$ cat config.mk
export PLATFORM = sky130hd
export DESIGN_NAME = cursor_engine
export DESIGN_NICKNAME = d
export VERILOG_FILES = /design/src/rtl/cursor_pkg.sv /design/src/rtl/cursor_shape.sv /design/src/rtl/cursor_engine.sv
export SDC_FILE = /design/constraint.sdc
export NUM_CORES = 1
export LEC_CHECK = 0
export CAP_MARGIN = 10
export CORE_MARGIN = 2
export CORE_UTILIZATION = 63
export CTS_CLUSTER_DIAMETER = 50
export DETAILED_ROUTE_END_ITERATION = 7
export MAX_ROUTING_LAYER = met4
export PLACE_DENSITY = 0.88
export REMOVE_ABC_BUFFERS = 1
export SLEW_MARGIN = 40
export SYNTH_ARGS = -nofsm -noshare
export SYNTH_HDL_FRONTEND = slang
export SYNTH_SLANG_ARGS = --single-unit
$ cat constraint.sdc
create_clock -name clk -period 5.3 [get_ports clk]
set_input_delay 1.06 -clock clk [delete_from_list [all_inputs] [get_ports clk]]
set_output_delay 1.06 -clock clk [all_outputs]
set_load 0.01 [all_outputs]
$ cat src/rtl/cursor_pkg.sv
// Shared types and default raster constants for the cursor overlay engine.
package cursor_pkg;

    typedef enum logic [1:0] {
        CUR_PLUS  = 2'd0,
        CUR_BOX   = 2'd1,
        CUR_CROSS = 2'd2,
        CUR_OFF   = 2'd3
    } cur_mode_e;

    localparam int H_RES_DEFAULT = 640;
    localparam int V_RES_DEFAULT = 480;

endpackage

$ cat src/rtl/cursor_shape.sv
// Combinational hit test: decides whether a signed offset from the cursor
// centre falls on the selected cursor shape.
module cursor_shape
    import cursor_pkg::*;
#(
    parameter int DXW = 11,
    parameter int DYW = 10,
    parameter int ARM = 2
) (
    input  logic signed [DXW-1:0] dx,
    input  logic signed [DYW-1:0] dy,
    input  cur_mode_e             mode,
    output logic                  hit
);

    localparam logic [DXW-1:0] ARM_X = DXW'(ARM);
    localparam logic [DYW-1:0] ARM_Y = DYW'(ARM);

    logic [DXW-1:0] adx;
    logic [DYW-1:0] ady;
    logic           dx_zero;
    logic           dy_zero;

    // Offsets are one bit wider than the coordinates, so the negation never overflows.
    assign adx     = dx[DXW-1] ? $unsigned(-dx) : $unsigned(dx);
    assign ady     = dy[DYW-1] ? $unsigned(-dy) : $unsigned(dy);
    assign dx_zero = (dx == '0);
    assign dy_zero = (dy == '0);

    always_comb begin
        hit = 1'b0;
        case (mode)
            CUR_PLUS:  hit = (dy_zero && (adx <= ARM_X)) || (dx_zero && (ady <= ARM_Y));
            CUR_BOX:   hit = ((adx == ARM_X) && (ady <= ARM_Y)) ||
                             ((ady == ARM_Y) && (adx <= ARM_X));
            CUR_CROSS: hit = dx_zero || dy_zero;
            default:   hit = 1'b0;
        endcase
    end

endmodule

$ cat src/rtl/cursor_engine.sv
// Cursor overlay: frame-synchronous position update from move pulses,
// blink timing, and a one-cycle registered hit flag for the raster.
module cursor_engine
    import cursor_pkg::*;
#(
    parameter int H_RES        = H_RES_DEFAULT,
    parameter int V_RES        = V_RES_DEFAULT,
    parameter int ARM          = 2,
    parameter int STEP         = 1,
    parameter int BLINK_FRAMES = 30,
    localparam int XW          = $clog2(H_RES),
    localparam int YW          = $clog2(V_RES)
) (
    input  logic          clk,
    input  logic          rst_n,
    input  logic          frame_tick,
    input  logic          move_up,
    input  logic          move_down,
    input  logic          move_left,
    input  logic          move_right,
    input  logic [1:0]    mode,
    input  logic          blink_en,
    input  logic [XW-1:0] xPos,
    input  logic [YW-1:0] yPos,
    input  logic          pixelActive,
    output logic [XW-1:0] cursorX,
    output logic [YW-1:0] cursorY,
    output logic          isCursor
);

    localparam logic [XW:0]   STEP_X   = (XW+1)'(STEP);
    localparam logic [YW:0]   STEP_Y   = (YW+1)'(STEP);
    localparam logic [XW:0]   X_MAX    = (XW+1)'(H_RES - 1);
    localparam logic [YW:0]   Y_MAX    = (YW+1)'(V_RES - 1);
    localparam logic [XW-1:0] X_HOME   = XW'(H_RES / 2);
    localparam logic [YW-1:0] Y_HOME   = YW'(V_RES / 2);
    localparam logic [7:0]    BLINK_TC = 8'(BLINK_FRAMES - 1);

    // pend bit order: {up, down, left, right}
    logic [3:0]    pend_q, pend_d, pend_eff;
    logic [XW-1:0] x_q, x_d;
    logic [YW-1:0] y_q, y_d;
    logic [7:0]    cnt_q, cnt_d;
    logic          vis_q, vis_d;
    logic          is_cursor_q;

    logic [XW:0]   x_inc, x_sub;
    logic [YW:0]   y_inc, y_sub;
    logic          moved;

    logic signed [XW:0] dx;
    logic signed [YW:0] dy;
    logic               hit;

    assign pend_eff = pend_q | {move_up, move_down, move_left, move_right};

    assign x_inc = {1'b0, x_q} + STEP_X;
    assign x_sub = {1'b0, x_q} - STEP_X;
    assign y_inc = {1'b0, y_q} + STEP_Y;
    assign y_sub = {1'b0, y_q} - STEP_Y;

    always_comb begin
        x_d = x_q;
        y_d = y_q;
        if (pend_eff[0] && !pend_eff[1]) begin
            x_d = (x_inc > X_MAX) ? X_MAX[XW-1:0] : x_inc[XW-1:0];
        end else if (pend_eff[1] && !pend_eff[0]) begin
            x_d = x_sub[XW] ? '0 : x_sub[XW-1:0];
        end
        // Down increases the row index.
        if (pend_eff[2] && !pend_eff[3]) begin
            y_d = (y_inc > Y_MAX) ? Y_MAX[YW-1:0] : y_inc[YW-1:0];
        end else if (pend_eff[3] && !pend_eff[2]) begin
            y_d = y_sub[YW] ? '0 : y_sub[YW-1:0];
        end
    end

    assign moved  = (x_d != x_q) || (y_d != y_q);
    assign pend_d = frame_tick ? 4'b0000 : pend_eff;

    always_comb begin
        cnt_d = cnt_q;
        vis_d = vis_q;
        if (!blink_en || (frame_tick && moved)) begin
            cnt_d = 8'd0;
            vis_d = 1'b1;
        end else if (frame_tick) begin
            if (cnt_q == BLINK_TC) begin
                cnt_d = 8'd0;
                vis_d = ~vis_q;
            end else begin
                cnt_d = cnt_q + 8'd1;
            end
        end
    end

    assign dx = $signed({1'b0, xPos}) - $signed({1'b0, x_q});
    assign dy = $signed({1'b0, yPos}) - $signed({1'b0, y_q});

    cursor_shape #(
        .DXW (XW + 1),
        .DYW (YW + 1),
        .ARM (ARM)
    ) u_shape (
        .dx   (dx),
        .dy   (dy),
        .mode (cur_mode_e'(mode)),
        .hit  (hit)
    );

    always_ff @(posedge clk or negedge rst_n) begin
        if (!rst_n) begin
            x_q         <= X_HOME;
            y_q         <= Y_HOME;
            pend_q      <= 4'b0000;
            cnt_q       <= 8'd0;
            vis_q       <= 1'b1;
            is_cursor_q <= 1'b0;
        end else begin
            if (frame_tick) begin
                x_q <= x_d;
                y_q <= y_d;
            end
            pend_q      <= pend_d;
            cnt_q       <= cnt_d;
            vis_q       <= vis_d;
            is_cursor_q <= pixelActive && vis_q && hit;
        end
    end

    assign cursorX  = x_q;
    assign cursorY  = y_q;
    assign isCursor = is_cursor_q;

endmodule

== After elaboration in Yosys (flattened, before gate mapping) ==
Index checks and enable logic that the tools add are counted.

* Register bits: 33
* Input port bits: 30

* Order comparisons: 4
* Equal/unequal tests: 7
* Bitwise operators: 2
* Reduce and logical (&&, ||, !) cells: 27
* Add/sub/neg operators: 9
* Mux-type cells: 18

{| class="wikitable"
|+ Operators with widths
! operator !! count
|-
| two-way mux 10 bit || 5
|-
| two-way mux 9 bit || 4
|-
| two-way mux 8 bit || 3
|-
| adder 10 x 1 -> 11 bit (second input constant) || 1
|-
| == test 11 x 2 -> 1 bit (second input constant) || 1
|-
| > comparator 11 x 10 -> 1 bit (second input constant) || 1
|-
| less-or-equal comparator 11 x 2 -> 1 bit (second input constant) || 1
|-
| logical AND 1 bit || 11
|-
| zero test 11 bit || 1
|-
| two-way mux 11 bit || 1
|-
| negation 11 bit || 1
|-
| subtractor 10 x 1 -> 11 bit (second input constant) || 1
|-
| subtractor 10 x 10 -> 11 bit || 1
|-
| adder 9 x 1 -> 10 bit (second input constant) || 1
|-
| == test 10 x 2 -> 1 bit (second input constant) || 1
|-
| > comparator 10 x 9 -> 1 bit (second input constant) || 1
|-
| less-or-equal comparator 10 x 2 -> 1 bit (second input constant) || 1
|-
| zero test 10 bit || 1
|-
| != test 10 bit || 1
|-
| negation 10 bit || 1
|-
| subtractor 9 x 1 -> 10 bit (second input constant) || 1
|-
| subtractor 9 x 9 -> 10 bit || 1
|-
| != test 9 bit || 1
|-
| adder 8 x 1 -> 8 bit (second input constant) || 1
|-
| other kinds (13) || 24
|}

== Logic depth before layout (Yosys ltp) ==
* Word-level depth: 11
* Gate-level depth with buffers: 14

== Cells and area by module ==
From an unflattened synthesis, not the netlist that was laid out.

* Cell total of the unflattened synthesis: 600
* Area, all modules: 4327.9 sq um

{| class="wikitable"
|+ By module, submodules not included
! module !! cells an instance !! seq. area each (sq um) !! times used !! area each (sq um)
|-
| cursor_engine || 516 || 834.6 || 1 || 3792.4
|-
| cursor_shape || 84 || 0.0 || 1 || 535.5
|}

== Worst setup path after synthesis ==
No wires, ideal clock.

* Path kind: input port to flip-flop
* From: in xPos[0]
* To: reg is_cursor_q, in the netlist isCursor
* Stages: 13
* Arrival: 3594 ps
* Data required time: 5199 ps
* Path slack: 1606 ps
* Buffers on the path: 0
* Path through: inv_1 -> ha_1 -> fa_1 -> ha_1 -> nand2_1 -> a211oi_1 -> a311oi_1 -> or2_2 -> a221oi_1 -> nor2_1 -> nor4_1 -> nand4_1 -> o32ai_1

* Cells in the longest elaborated chain, start to end: 8
* Elaborated cells between the ends (all ways): 15
* Classes of those cells: add/sub (2); order compare (1); eq/ne (1); mux (2); reduce/logical (9)

{| class="wikitable"
|+ RTL lines
! element !! RTL line !! RTL
|-
| from (decl) || cursor_engine.sv:23 || <nowiki>input logic [XW-1:0] xPos,</nowiki>
|-
| subtractor 10 x 10 -> 11 bit * || cursor_engine.sv:97 || <nowiki>assign dx = $signed({1'b0, xPos}) - $signed({1'b0, x_q});</nowiki>
|-
| negation 11 bit || cursor_shape.sv:25 || <nowiki>assign adx = dx[DXW-1] ? $unsigned(-dx) : $unsigned(dx);</nowiki>
|-
| two-way mux 11 bit || cursor_shape.sv:25 ||
|-
| less-or-equal comparator 11 x 2 -> 1 bit / == test 11 x 2 -> 1 bit (equally long branches) || cursor_shape.sv:33, cursor_shape.sv:35, cursor_shape.sv:34 ||
|-
| logical AND 1 bit, on equally long branches || cursor_shape.sv:35, cursor_shape.sv:33, cursor_shape.sv:34 ||
|-
| logical OR 1 bit, on equally long branches || cursor_shape.sv:34, cursor_shape.sv:33 ||
|-
| case mux 1 bit (3 select lines) * || cursor_shape.sv:32 || <nowiki>case (mode)</nowiki>
|-
| logical AND 1 bit * || cursor_engine.sv:127 || <nowiki>is_cursor_q <= pixelActive && vis_q && hit;</nowiki>
|-
| to (signal assigned) || cursor_engine.sv:127 ||
|-
| to (decl) || cursor_engine.sv:45 || <nowiki>logic is_cursor_q;</nowiki>
|}

Every way passes the cells marked *; elsewhere a longest branch is shown, timed or not.
A chain may end at the register's enable or synchronous reset.

== Worst setup path in the final report ==
Ends and elaborated chain as after synthesis.

==> impl_results.md <==
- Fin crit period: 4.15 ns
- Nets: 692
- Util after Layout: 73.6%
- FP Rows: 30
- Post-synth EDFFs: 0
- Resized cells post-CTS: 0
- IO Pins: 50
- Int Power: 1.07 mW
- H-tree depth: 2
- Critical path launch point type: input port
- Seq/Total Area, Yosys: 19.1%
- CP required: 5.50 ns
- Max IR drop VDD: 0.000259 V
- Initial DRC Count: 343
- Final cycle utilization of the critical path: 78.3%
- WHS Path Cells: 2
- Yosys cell types: 80
- CTS tree: done
- Fin Setup TNS: 0 ns
- Antenna Cells: 0
- Dpl hpwl: 9070 microns
- GPL Wtd Cong: 1.01
- Sw Share: 51.9%
- WP data arrival: 4.35 ns
- # hold bufs at CTS: 0
- Initial antenna violation count: 0
- Synthesized flop and latch total: 33
- Fin. Hold Viols: 0
- Max Cap Violations: 0
- Drt first pass iters: 5
- CP Capture Type: flip-flop
- CTS Buf Count: 5
- Area post-placement: 0.00488 sq mm
- Comb pwr share: 68.9%
- Top FF cell, synth: dfrtp_1
- Share of layout cells above drive strength 1: 6.66%
- DR WL/cell: 17.2 microns
- Routed wire length: 12200 microns
- Post-route cell area: 0.00497 sq mm
- Adder-Cell Fraction of Synth Area: 9.51%
- R2R Path End: isCursor
- Share of power burned in the clock network: 8.7%
- Peak Freq: 241 MHz
- Synthesized instance count: 593
- Setup Viol. Count Final: 0
- Clk slew on worst S/H paths: 0.07 ns
- Gr usage total: 33.5%
- Worst hold path class: reg -> reg
- Synthesized area per cell: 7.37 sq um
- Max Fanout on Critical Path: 4
- Post-Layout Cell Count: 711
- Slew @ Worst Pin: 0.856 ns
- Synth Area in Compound Gates: 32.1%
- R2R Setup Slk: 1.72 ns
- Clock Skews: 0.00937 ns
- Final antenna-violating net count: 0
- Pwr Total: 2.23 mW
- Initial Utilization: 64.6%
- Largest net degree at the start of global routing: 37
- Category of the most critical setup path: in -> reg
- Clk_lat worst skew: 0.29 ns
- Synth Area in XOR/XNOR: 3.81%
- Placed cell count: 703
- GRT overflow: 0
- Simple-gate portion of the synthesized area: 28.6%
- Max-slew headroom: 42.3%
- Vias in the first global route: 4498
- Die Ht: 87.3 microns
- Vias per Instance: 6.94
- Pwr dens: 448 mW/mm^2
- Largest family of logic cells by synthesized area: compound AO/OA/AOI/OAI gates
- P_leak: 1.95 nW
- Min Hold Slack: 0.552 ns
- Post-Syn Area: 0.00437 sq mm
- Clock tree sinks: 33
- Slowest CP cell: fa_1
- Die area: 0.00762 sq mm
- Max clock buf depth: 2
- DRC: 0
- CTS root buf: clkbuf_8
- Worst Reg2Reg Path Length in Cells: 12
- Cell chain of the critical path: clkdlybuf4s50_1, inv_1, ha_1, fa_1, ha_1, nand2b_1, nor4_1, a311oi_1, or2_2, a221oi_1, nor2_1, nor4_1, nand4_1, o32ai_1
- Port Buf Inserts: 49
- Setup WS post-layout: 1.15 ns
- Worst path max stage delay: 0.56 ns
- Yosys warnings: 0
- Status: finished, final reports clean
- Ys async rst share: 100%
- Die width: 87.3 microns
- Global-route wire length before repair: 20300 microns
- Pre-CTS setup slack: 0.890 ns
- Synth-to-Final Area Change: 13.8%
- Setup bufs post-CTS: 0
- CP Launch Point: xPos[0]
- Post-synthesis mux area share: 1.43%
- P_sw: 1.16 mW
- Core area: 0.00676 sq mm
- RSZ-0062 raised after global routing: false
- Via Count: 4935
- Slew Viols, Final: 0
- Start of the worst register-to-register path: cursorX[0]
- Seq pwr share: 22.3%
- Worst setup path end: isCursor
metal layers:
layer / up-vias / wire length [microns] / track usage, %
met2: 294 / 5760 / 52.3
met4: 0 / 355 / 14.1
li1: 2340 / - / -
met5: - / 0 / -
met1: 2255 / 5090 / 44.0
met3: 46 / 1010 / 3.89
final cells by class:
cell class	instances	area, sq um
Sequential cell	33	835
Multi-Input combinational cell	502	3300
Clock buffer	6	72.6
Inverter	35	131
Fill cell	532	1790
Tap cell	80	100
Timing Repair Buffer	53	520
Clock inverter	2	10.0
cells in the final DEF, fill, tap and decap left out, types with 6 or more instances in the layout:
cell,n
ha_1,30
clkdlybuf4s50_1,49
o31ai_1,8
nor2b_1,8
o21ai_0,37
nor4_1,8
a21o_1,6
dfrtp_1,26
nand3_1,25
or2_2,6
and3_1,8
a21oi_1,51
o22ai_1,8
nor3_1,22
a31oi_1,7
or3_1,8
nand4_1,11
dfstp_2,7
inv_1,34
o211ai_1,10
nand2b_1,10
a221oi_1,6
xor2_1,6
and2_1,7
nor2_1,55
xnor2_1,13
nand2_1,46
power by group through the flow:
stage / Sequential (mW) / Clock, mW / Combinational (mW)
2_1_floorplan: 0.467 / 0 / 1.09
3_3_place_gp: 0.492 / 0 / 1.46
3_5_place_dp: 0.493 / 0 / 1.50
4_1_cts: 0.489 / 0.196 / 1.51
5_1_grt: 0.512 / 0.203 / 1.71
6_report: 0.498 / 0.194 / 1.54
Yosys cell counts (10+ instances only):
cell | n | share of area [%]
nand4_1 | 11 | 1.6
dfrtp_1 | 26 | 15
o211ai_1 | 10 | 1.7
nand3_1 | 25 | 2.9
xnor2_1 | 13 | 2.6
o21ai_0 | 37 | 4.2
nand2b_1 | 10 | 1.4
nor3_1 | 23 | 2.6
ha_1 | 30 | 8.6
a21oi_1 | 51 | 5.8
inv_1 | 34 | 2.9
nor2_1 | 55 | 4.7
clkbuf_1 | 14 | 1.2
nand2_1 | 46 | 4.0
worst min path at each step:
stage,from,to
detailed placement,pend_q[3],pend_q[3]
global route,cnt_q[0],cnt_q[0]
floorplan,pend_q[3],pend_q[3]
finish,pend_q[3],pend_q[3]
CTS,pend_q[3],pend_q[3]
global placement,pend_q[3],pend_q[3]
worst max-delay path, delay by kind of cell:
kind                       cells  cell delay (ns)
and+or+nand+nor                6             1.07
buffers and inverters          2             0.49
adders and majority gates      3             1.01
AOI/OAI and AO/OA              3             0.70
cells by family after synthesis:
family	count (synthesis)
adders and majority gates	32
muxes	6
DFF	33
buffers and inverters	58
and+or+nand+nor	240
xor gates and xnor gates	19
AOI/OAI and AO/OA	205
flip-flops by register name (all words and copies together), names as in the netlist:
signal,cells
cnt_q,8
cursorX,10
cursorY,9
isCursor,1
pend_q,4
vis_q,1
(Power assumes the default switching activity.)
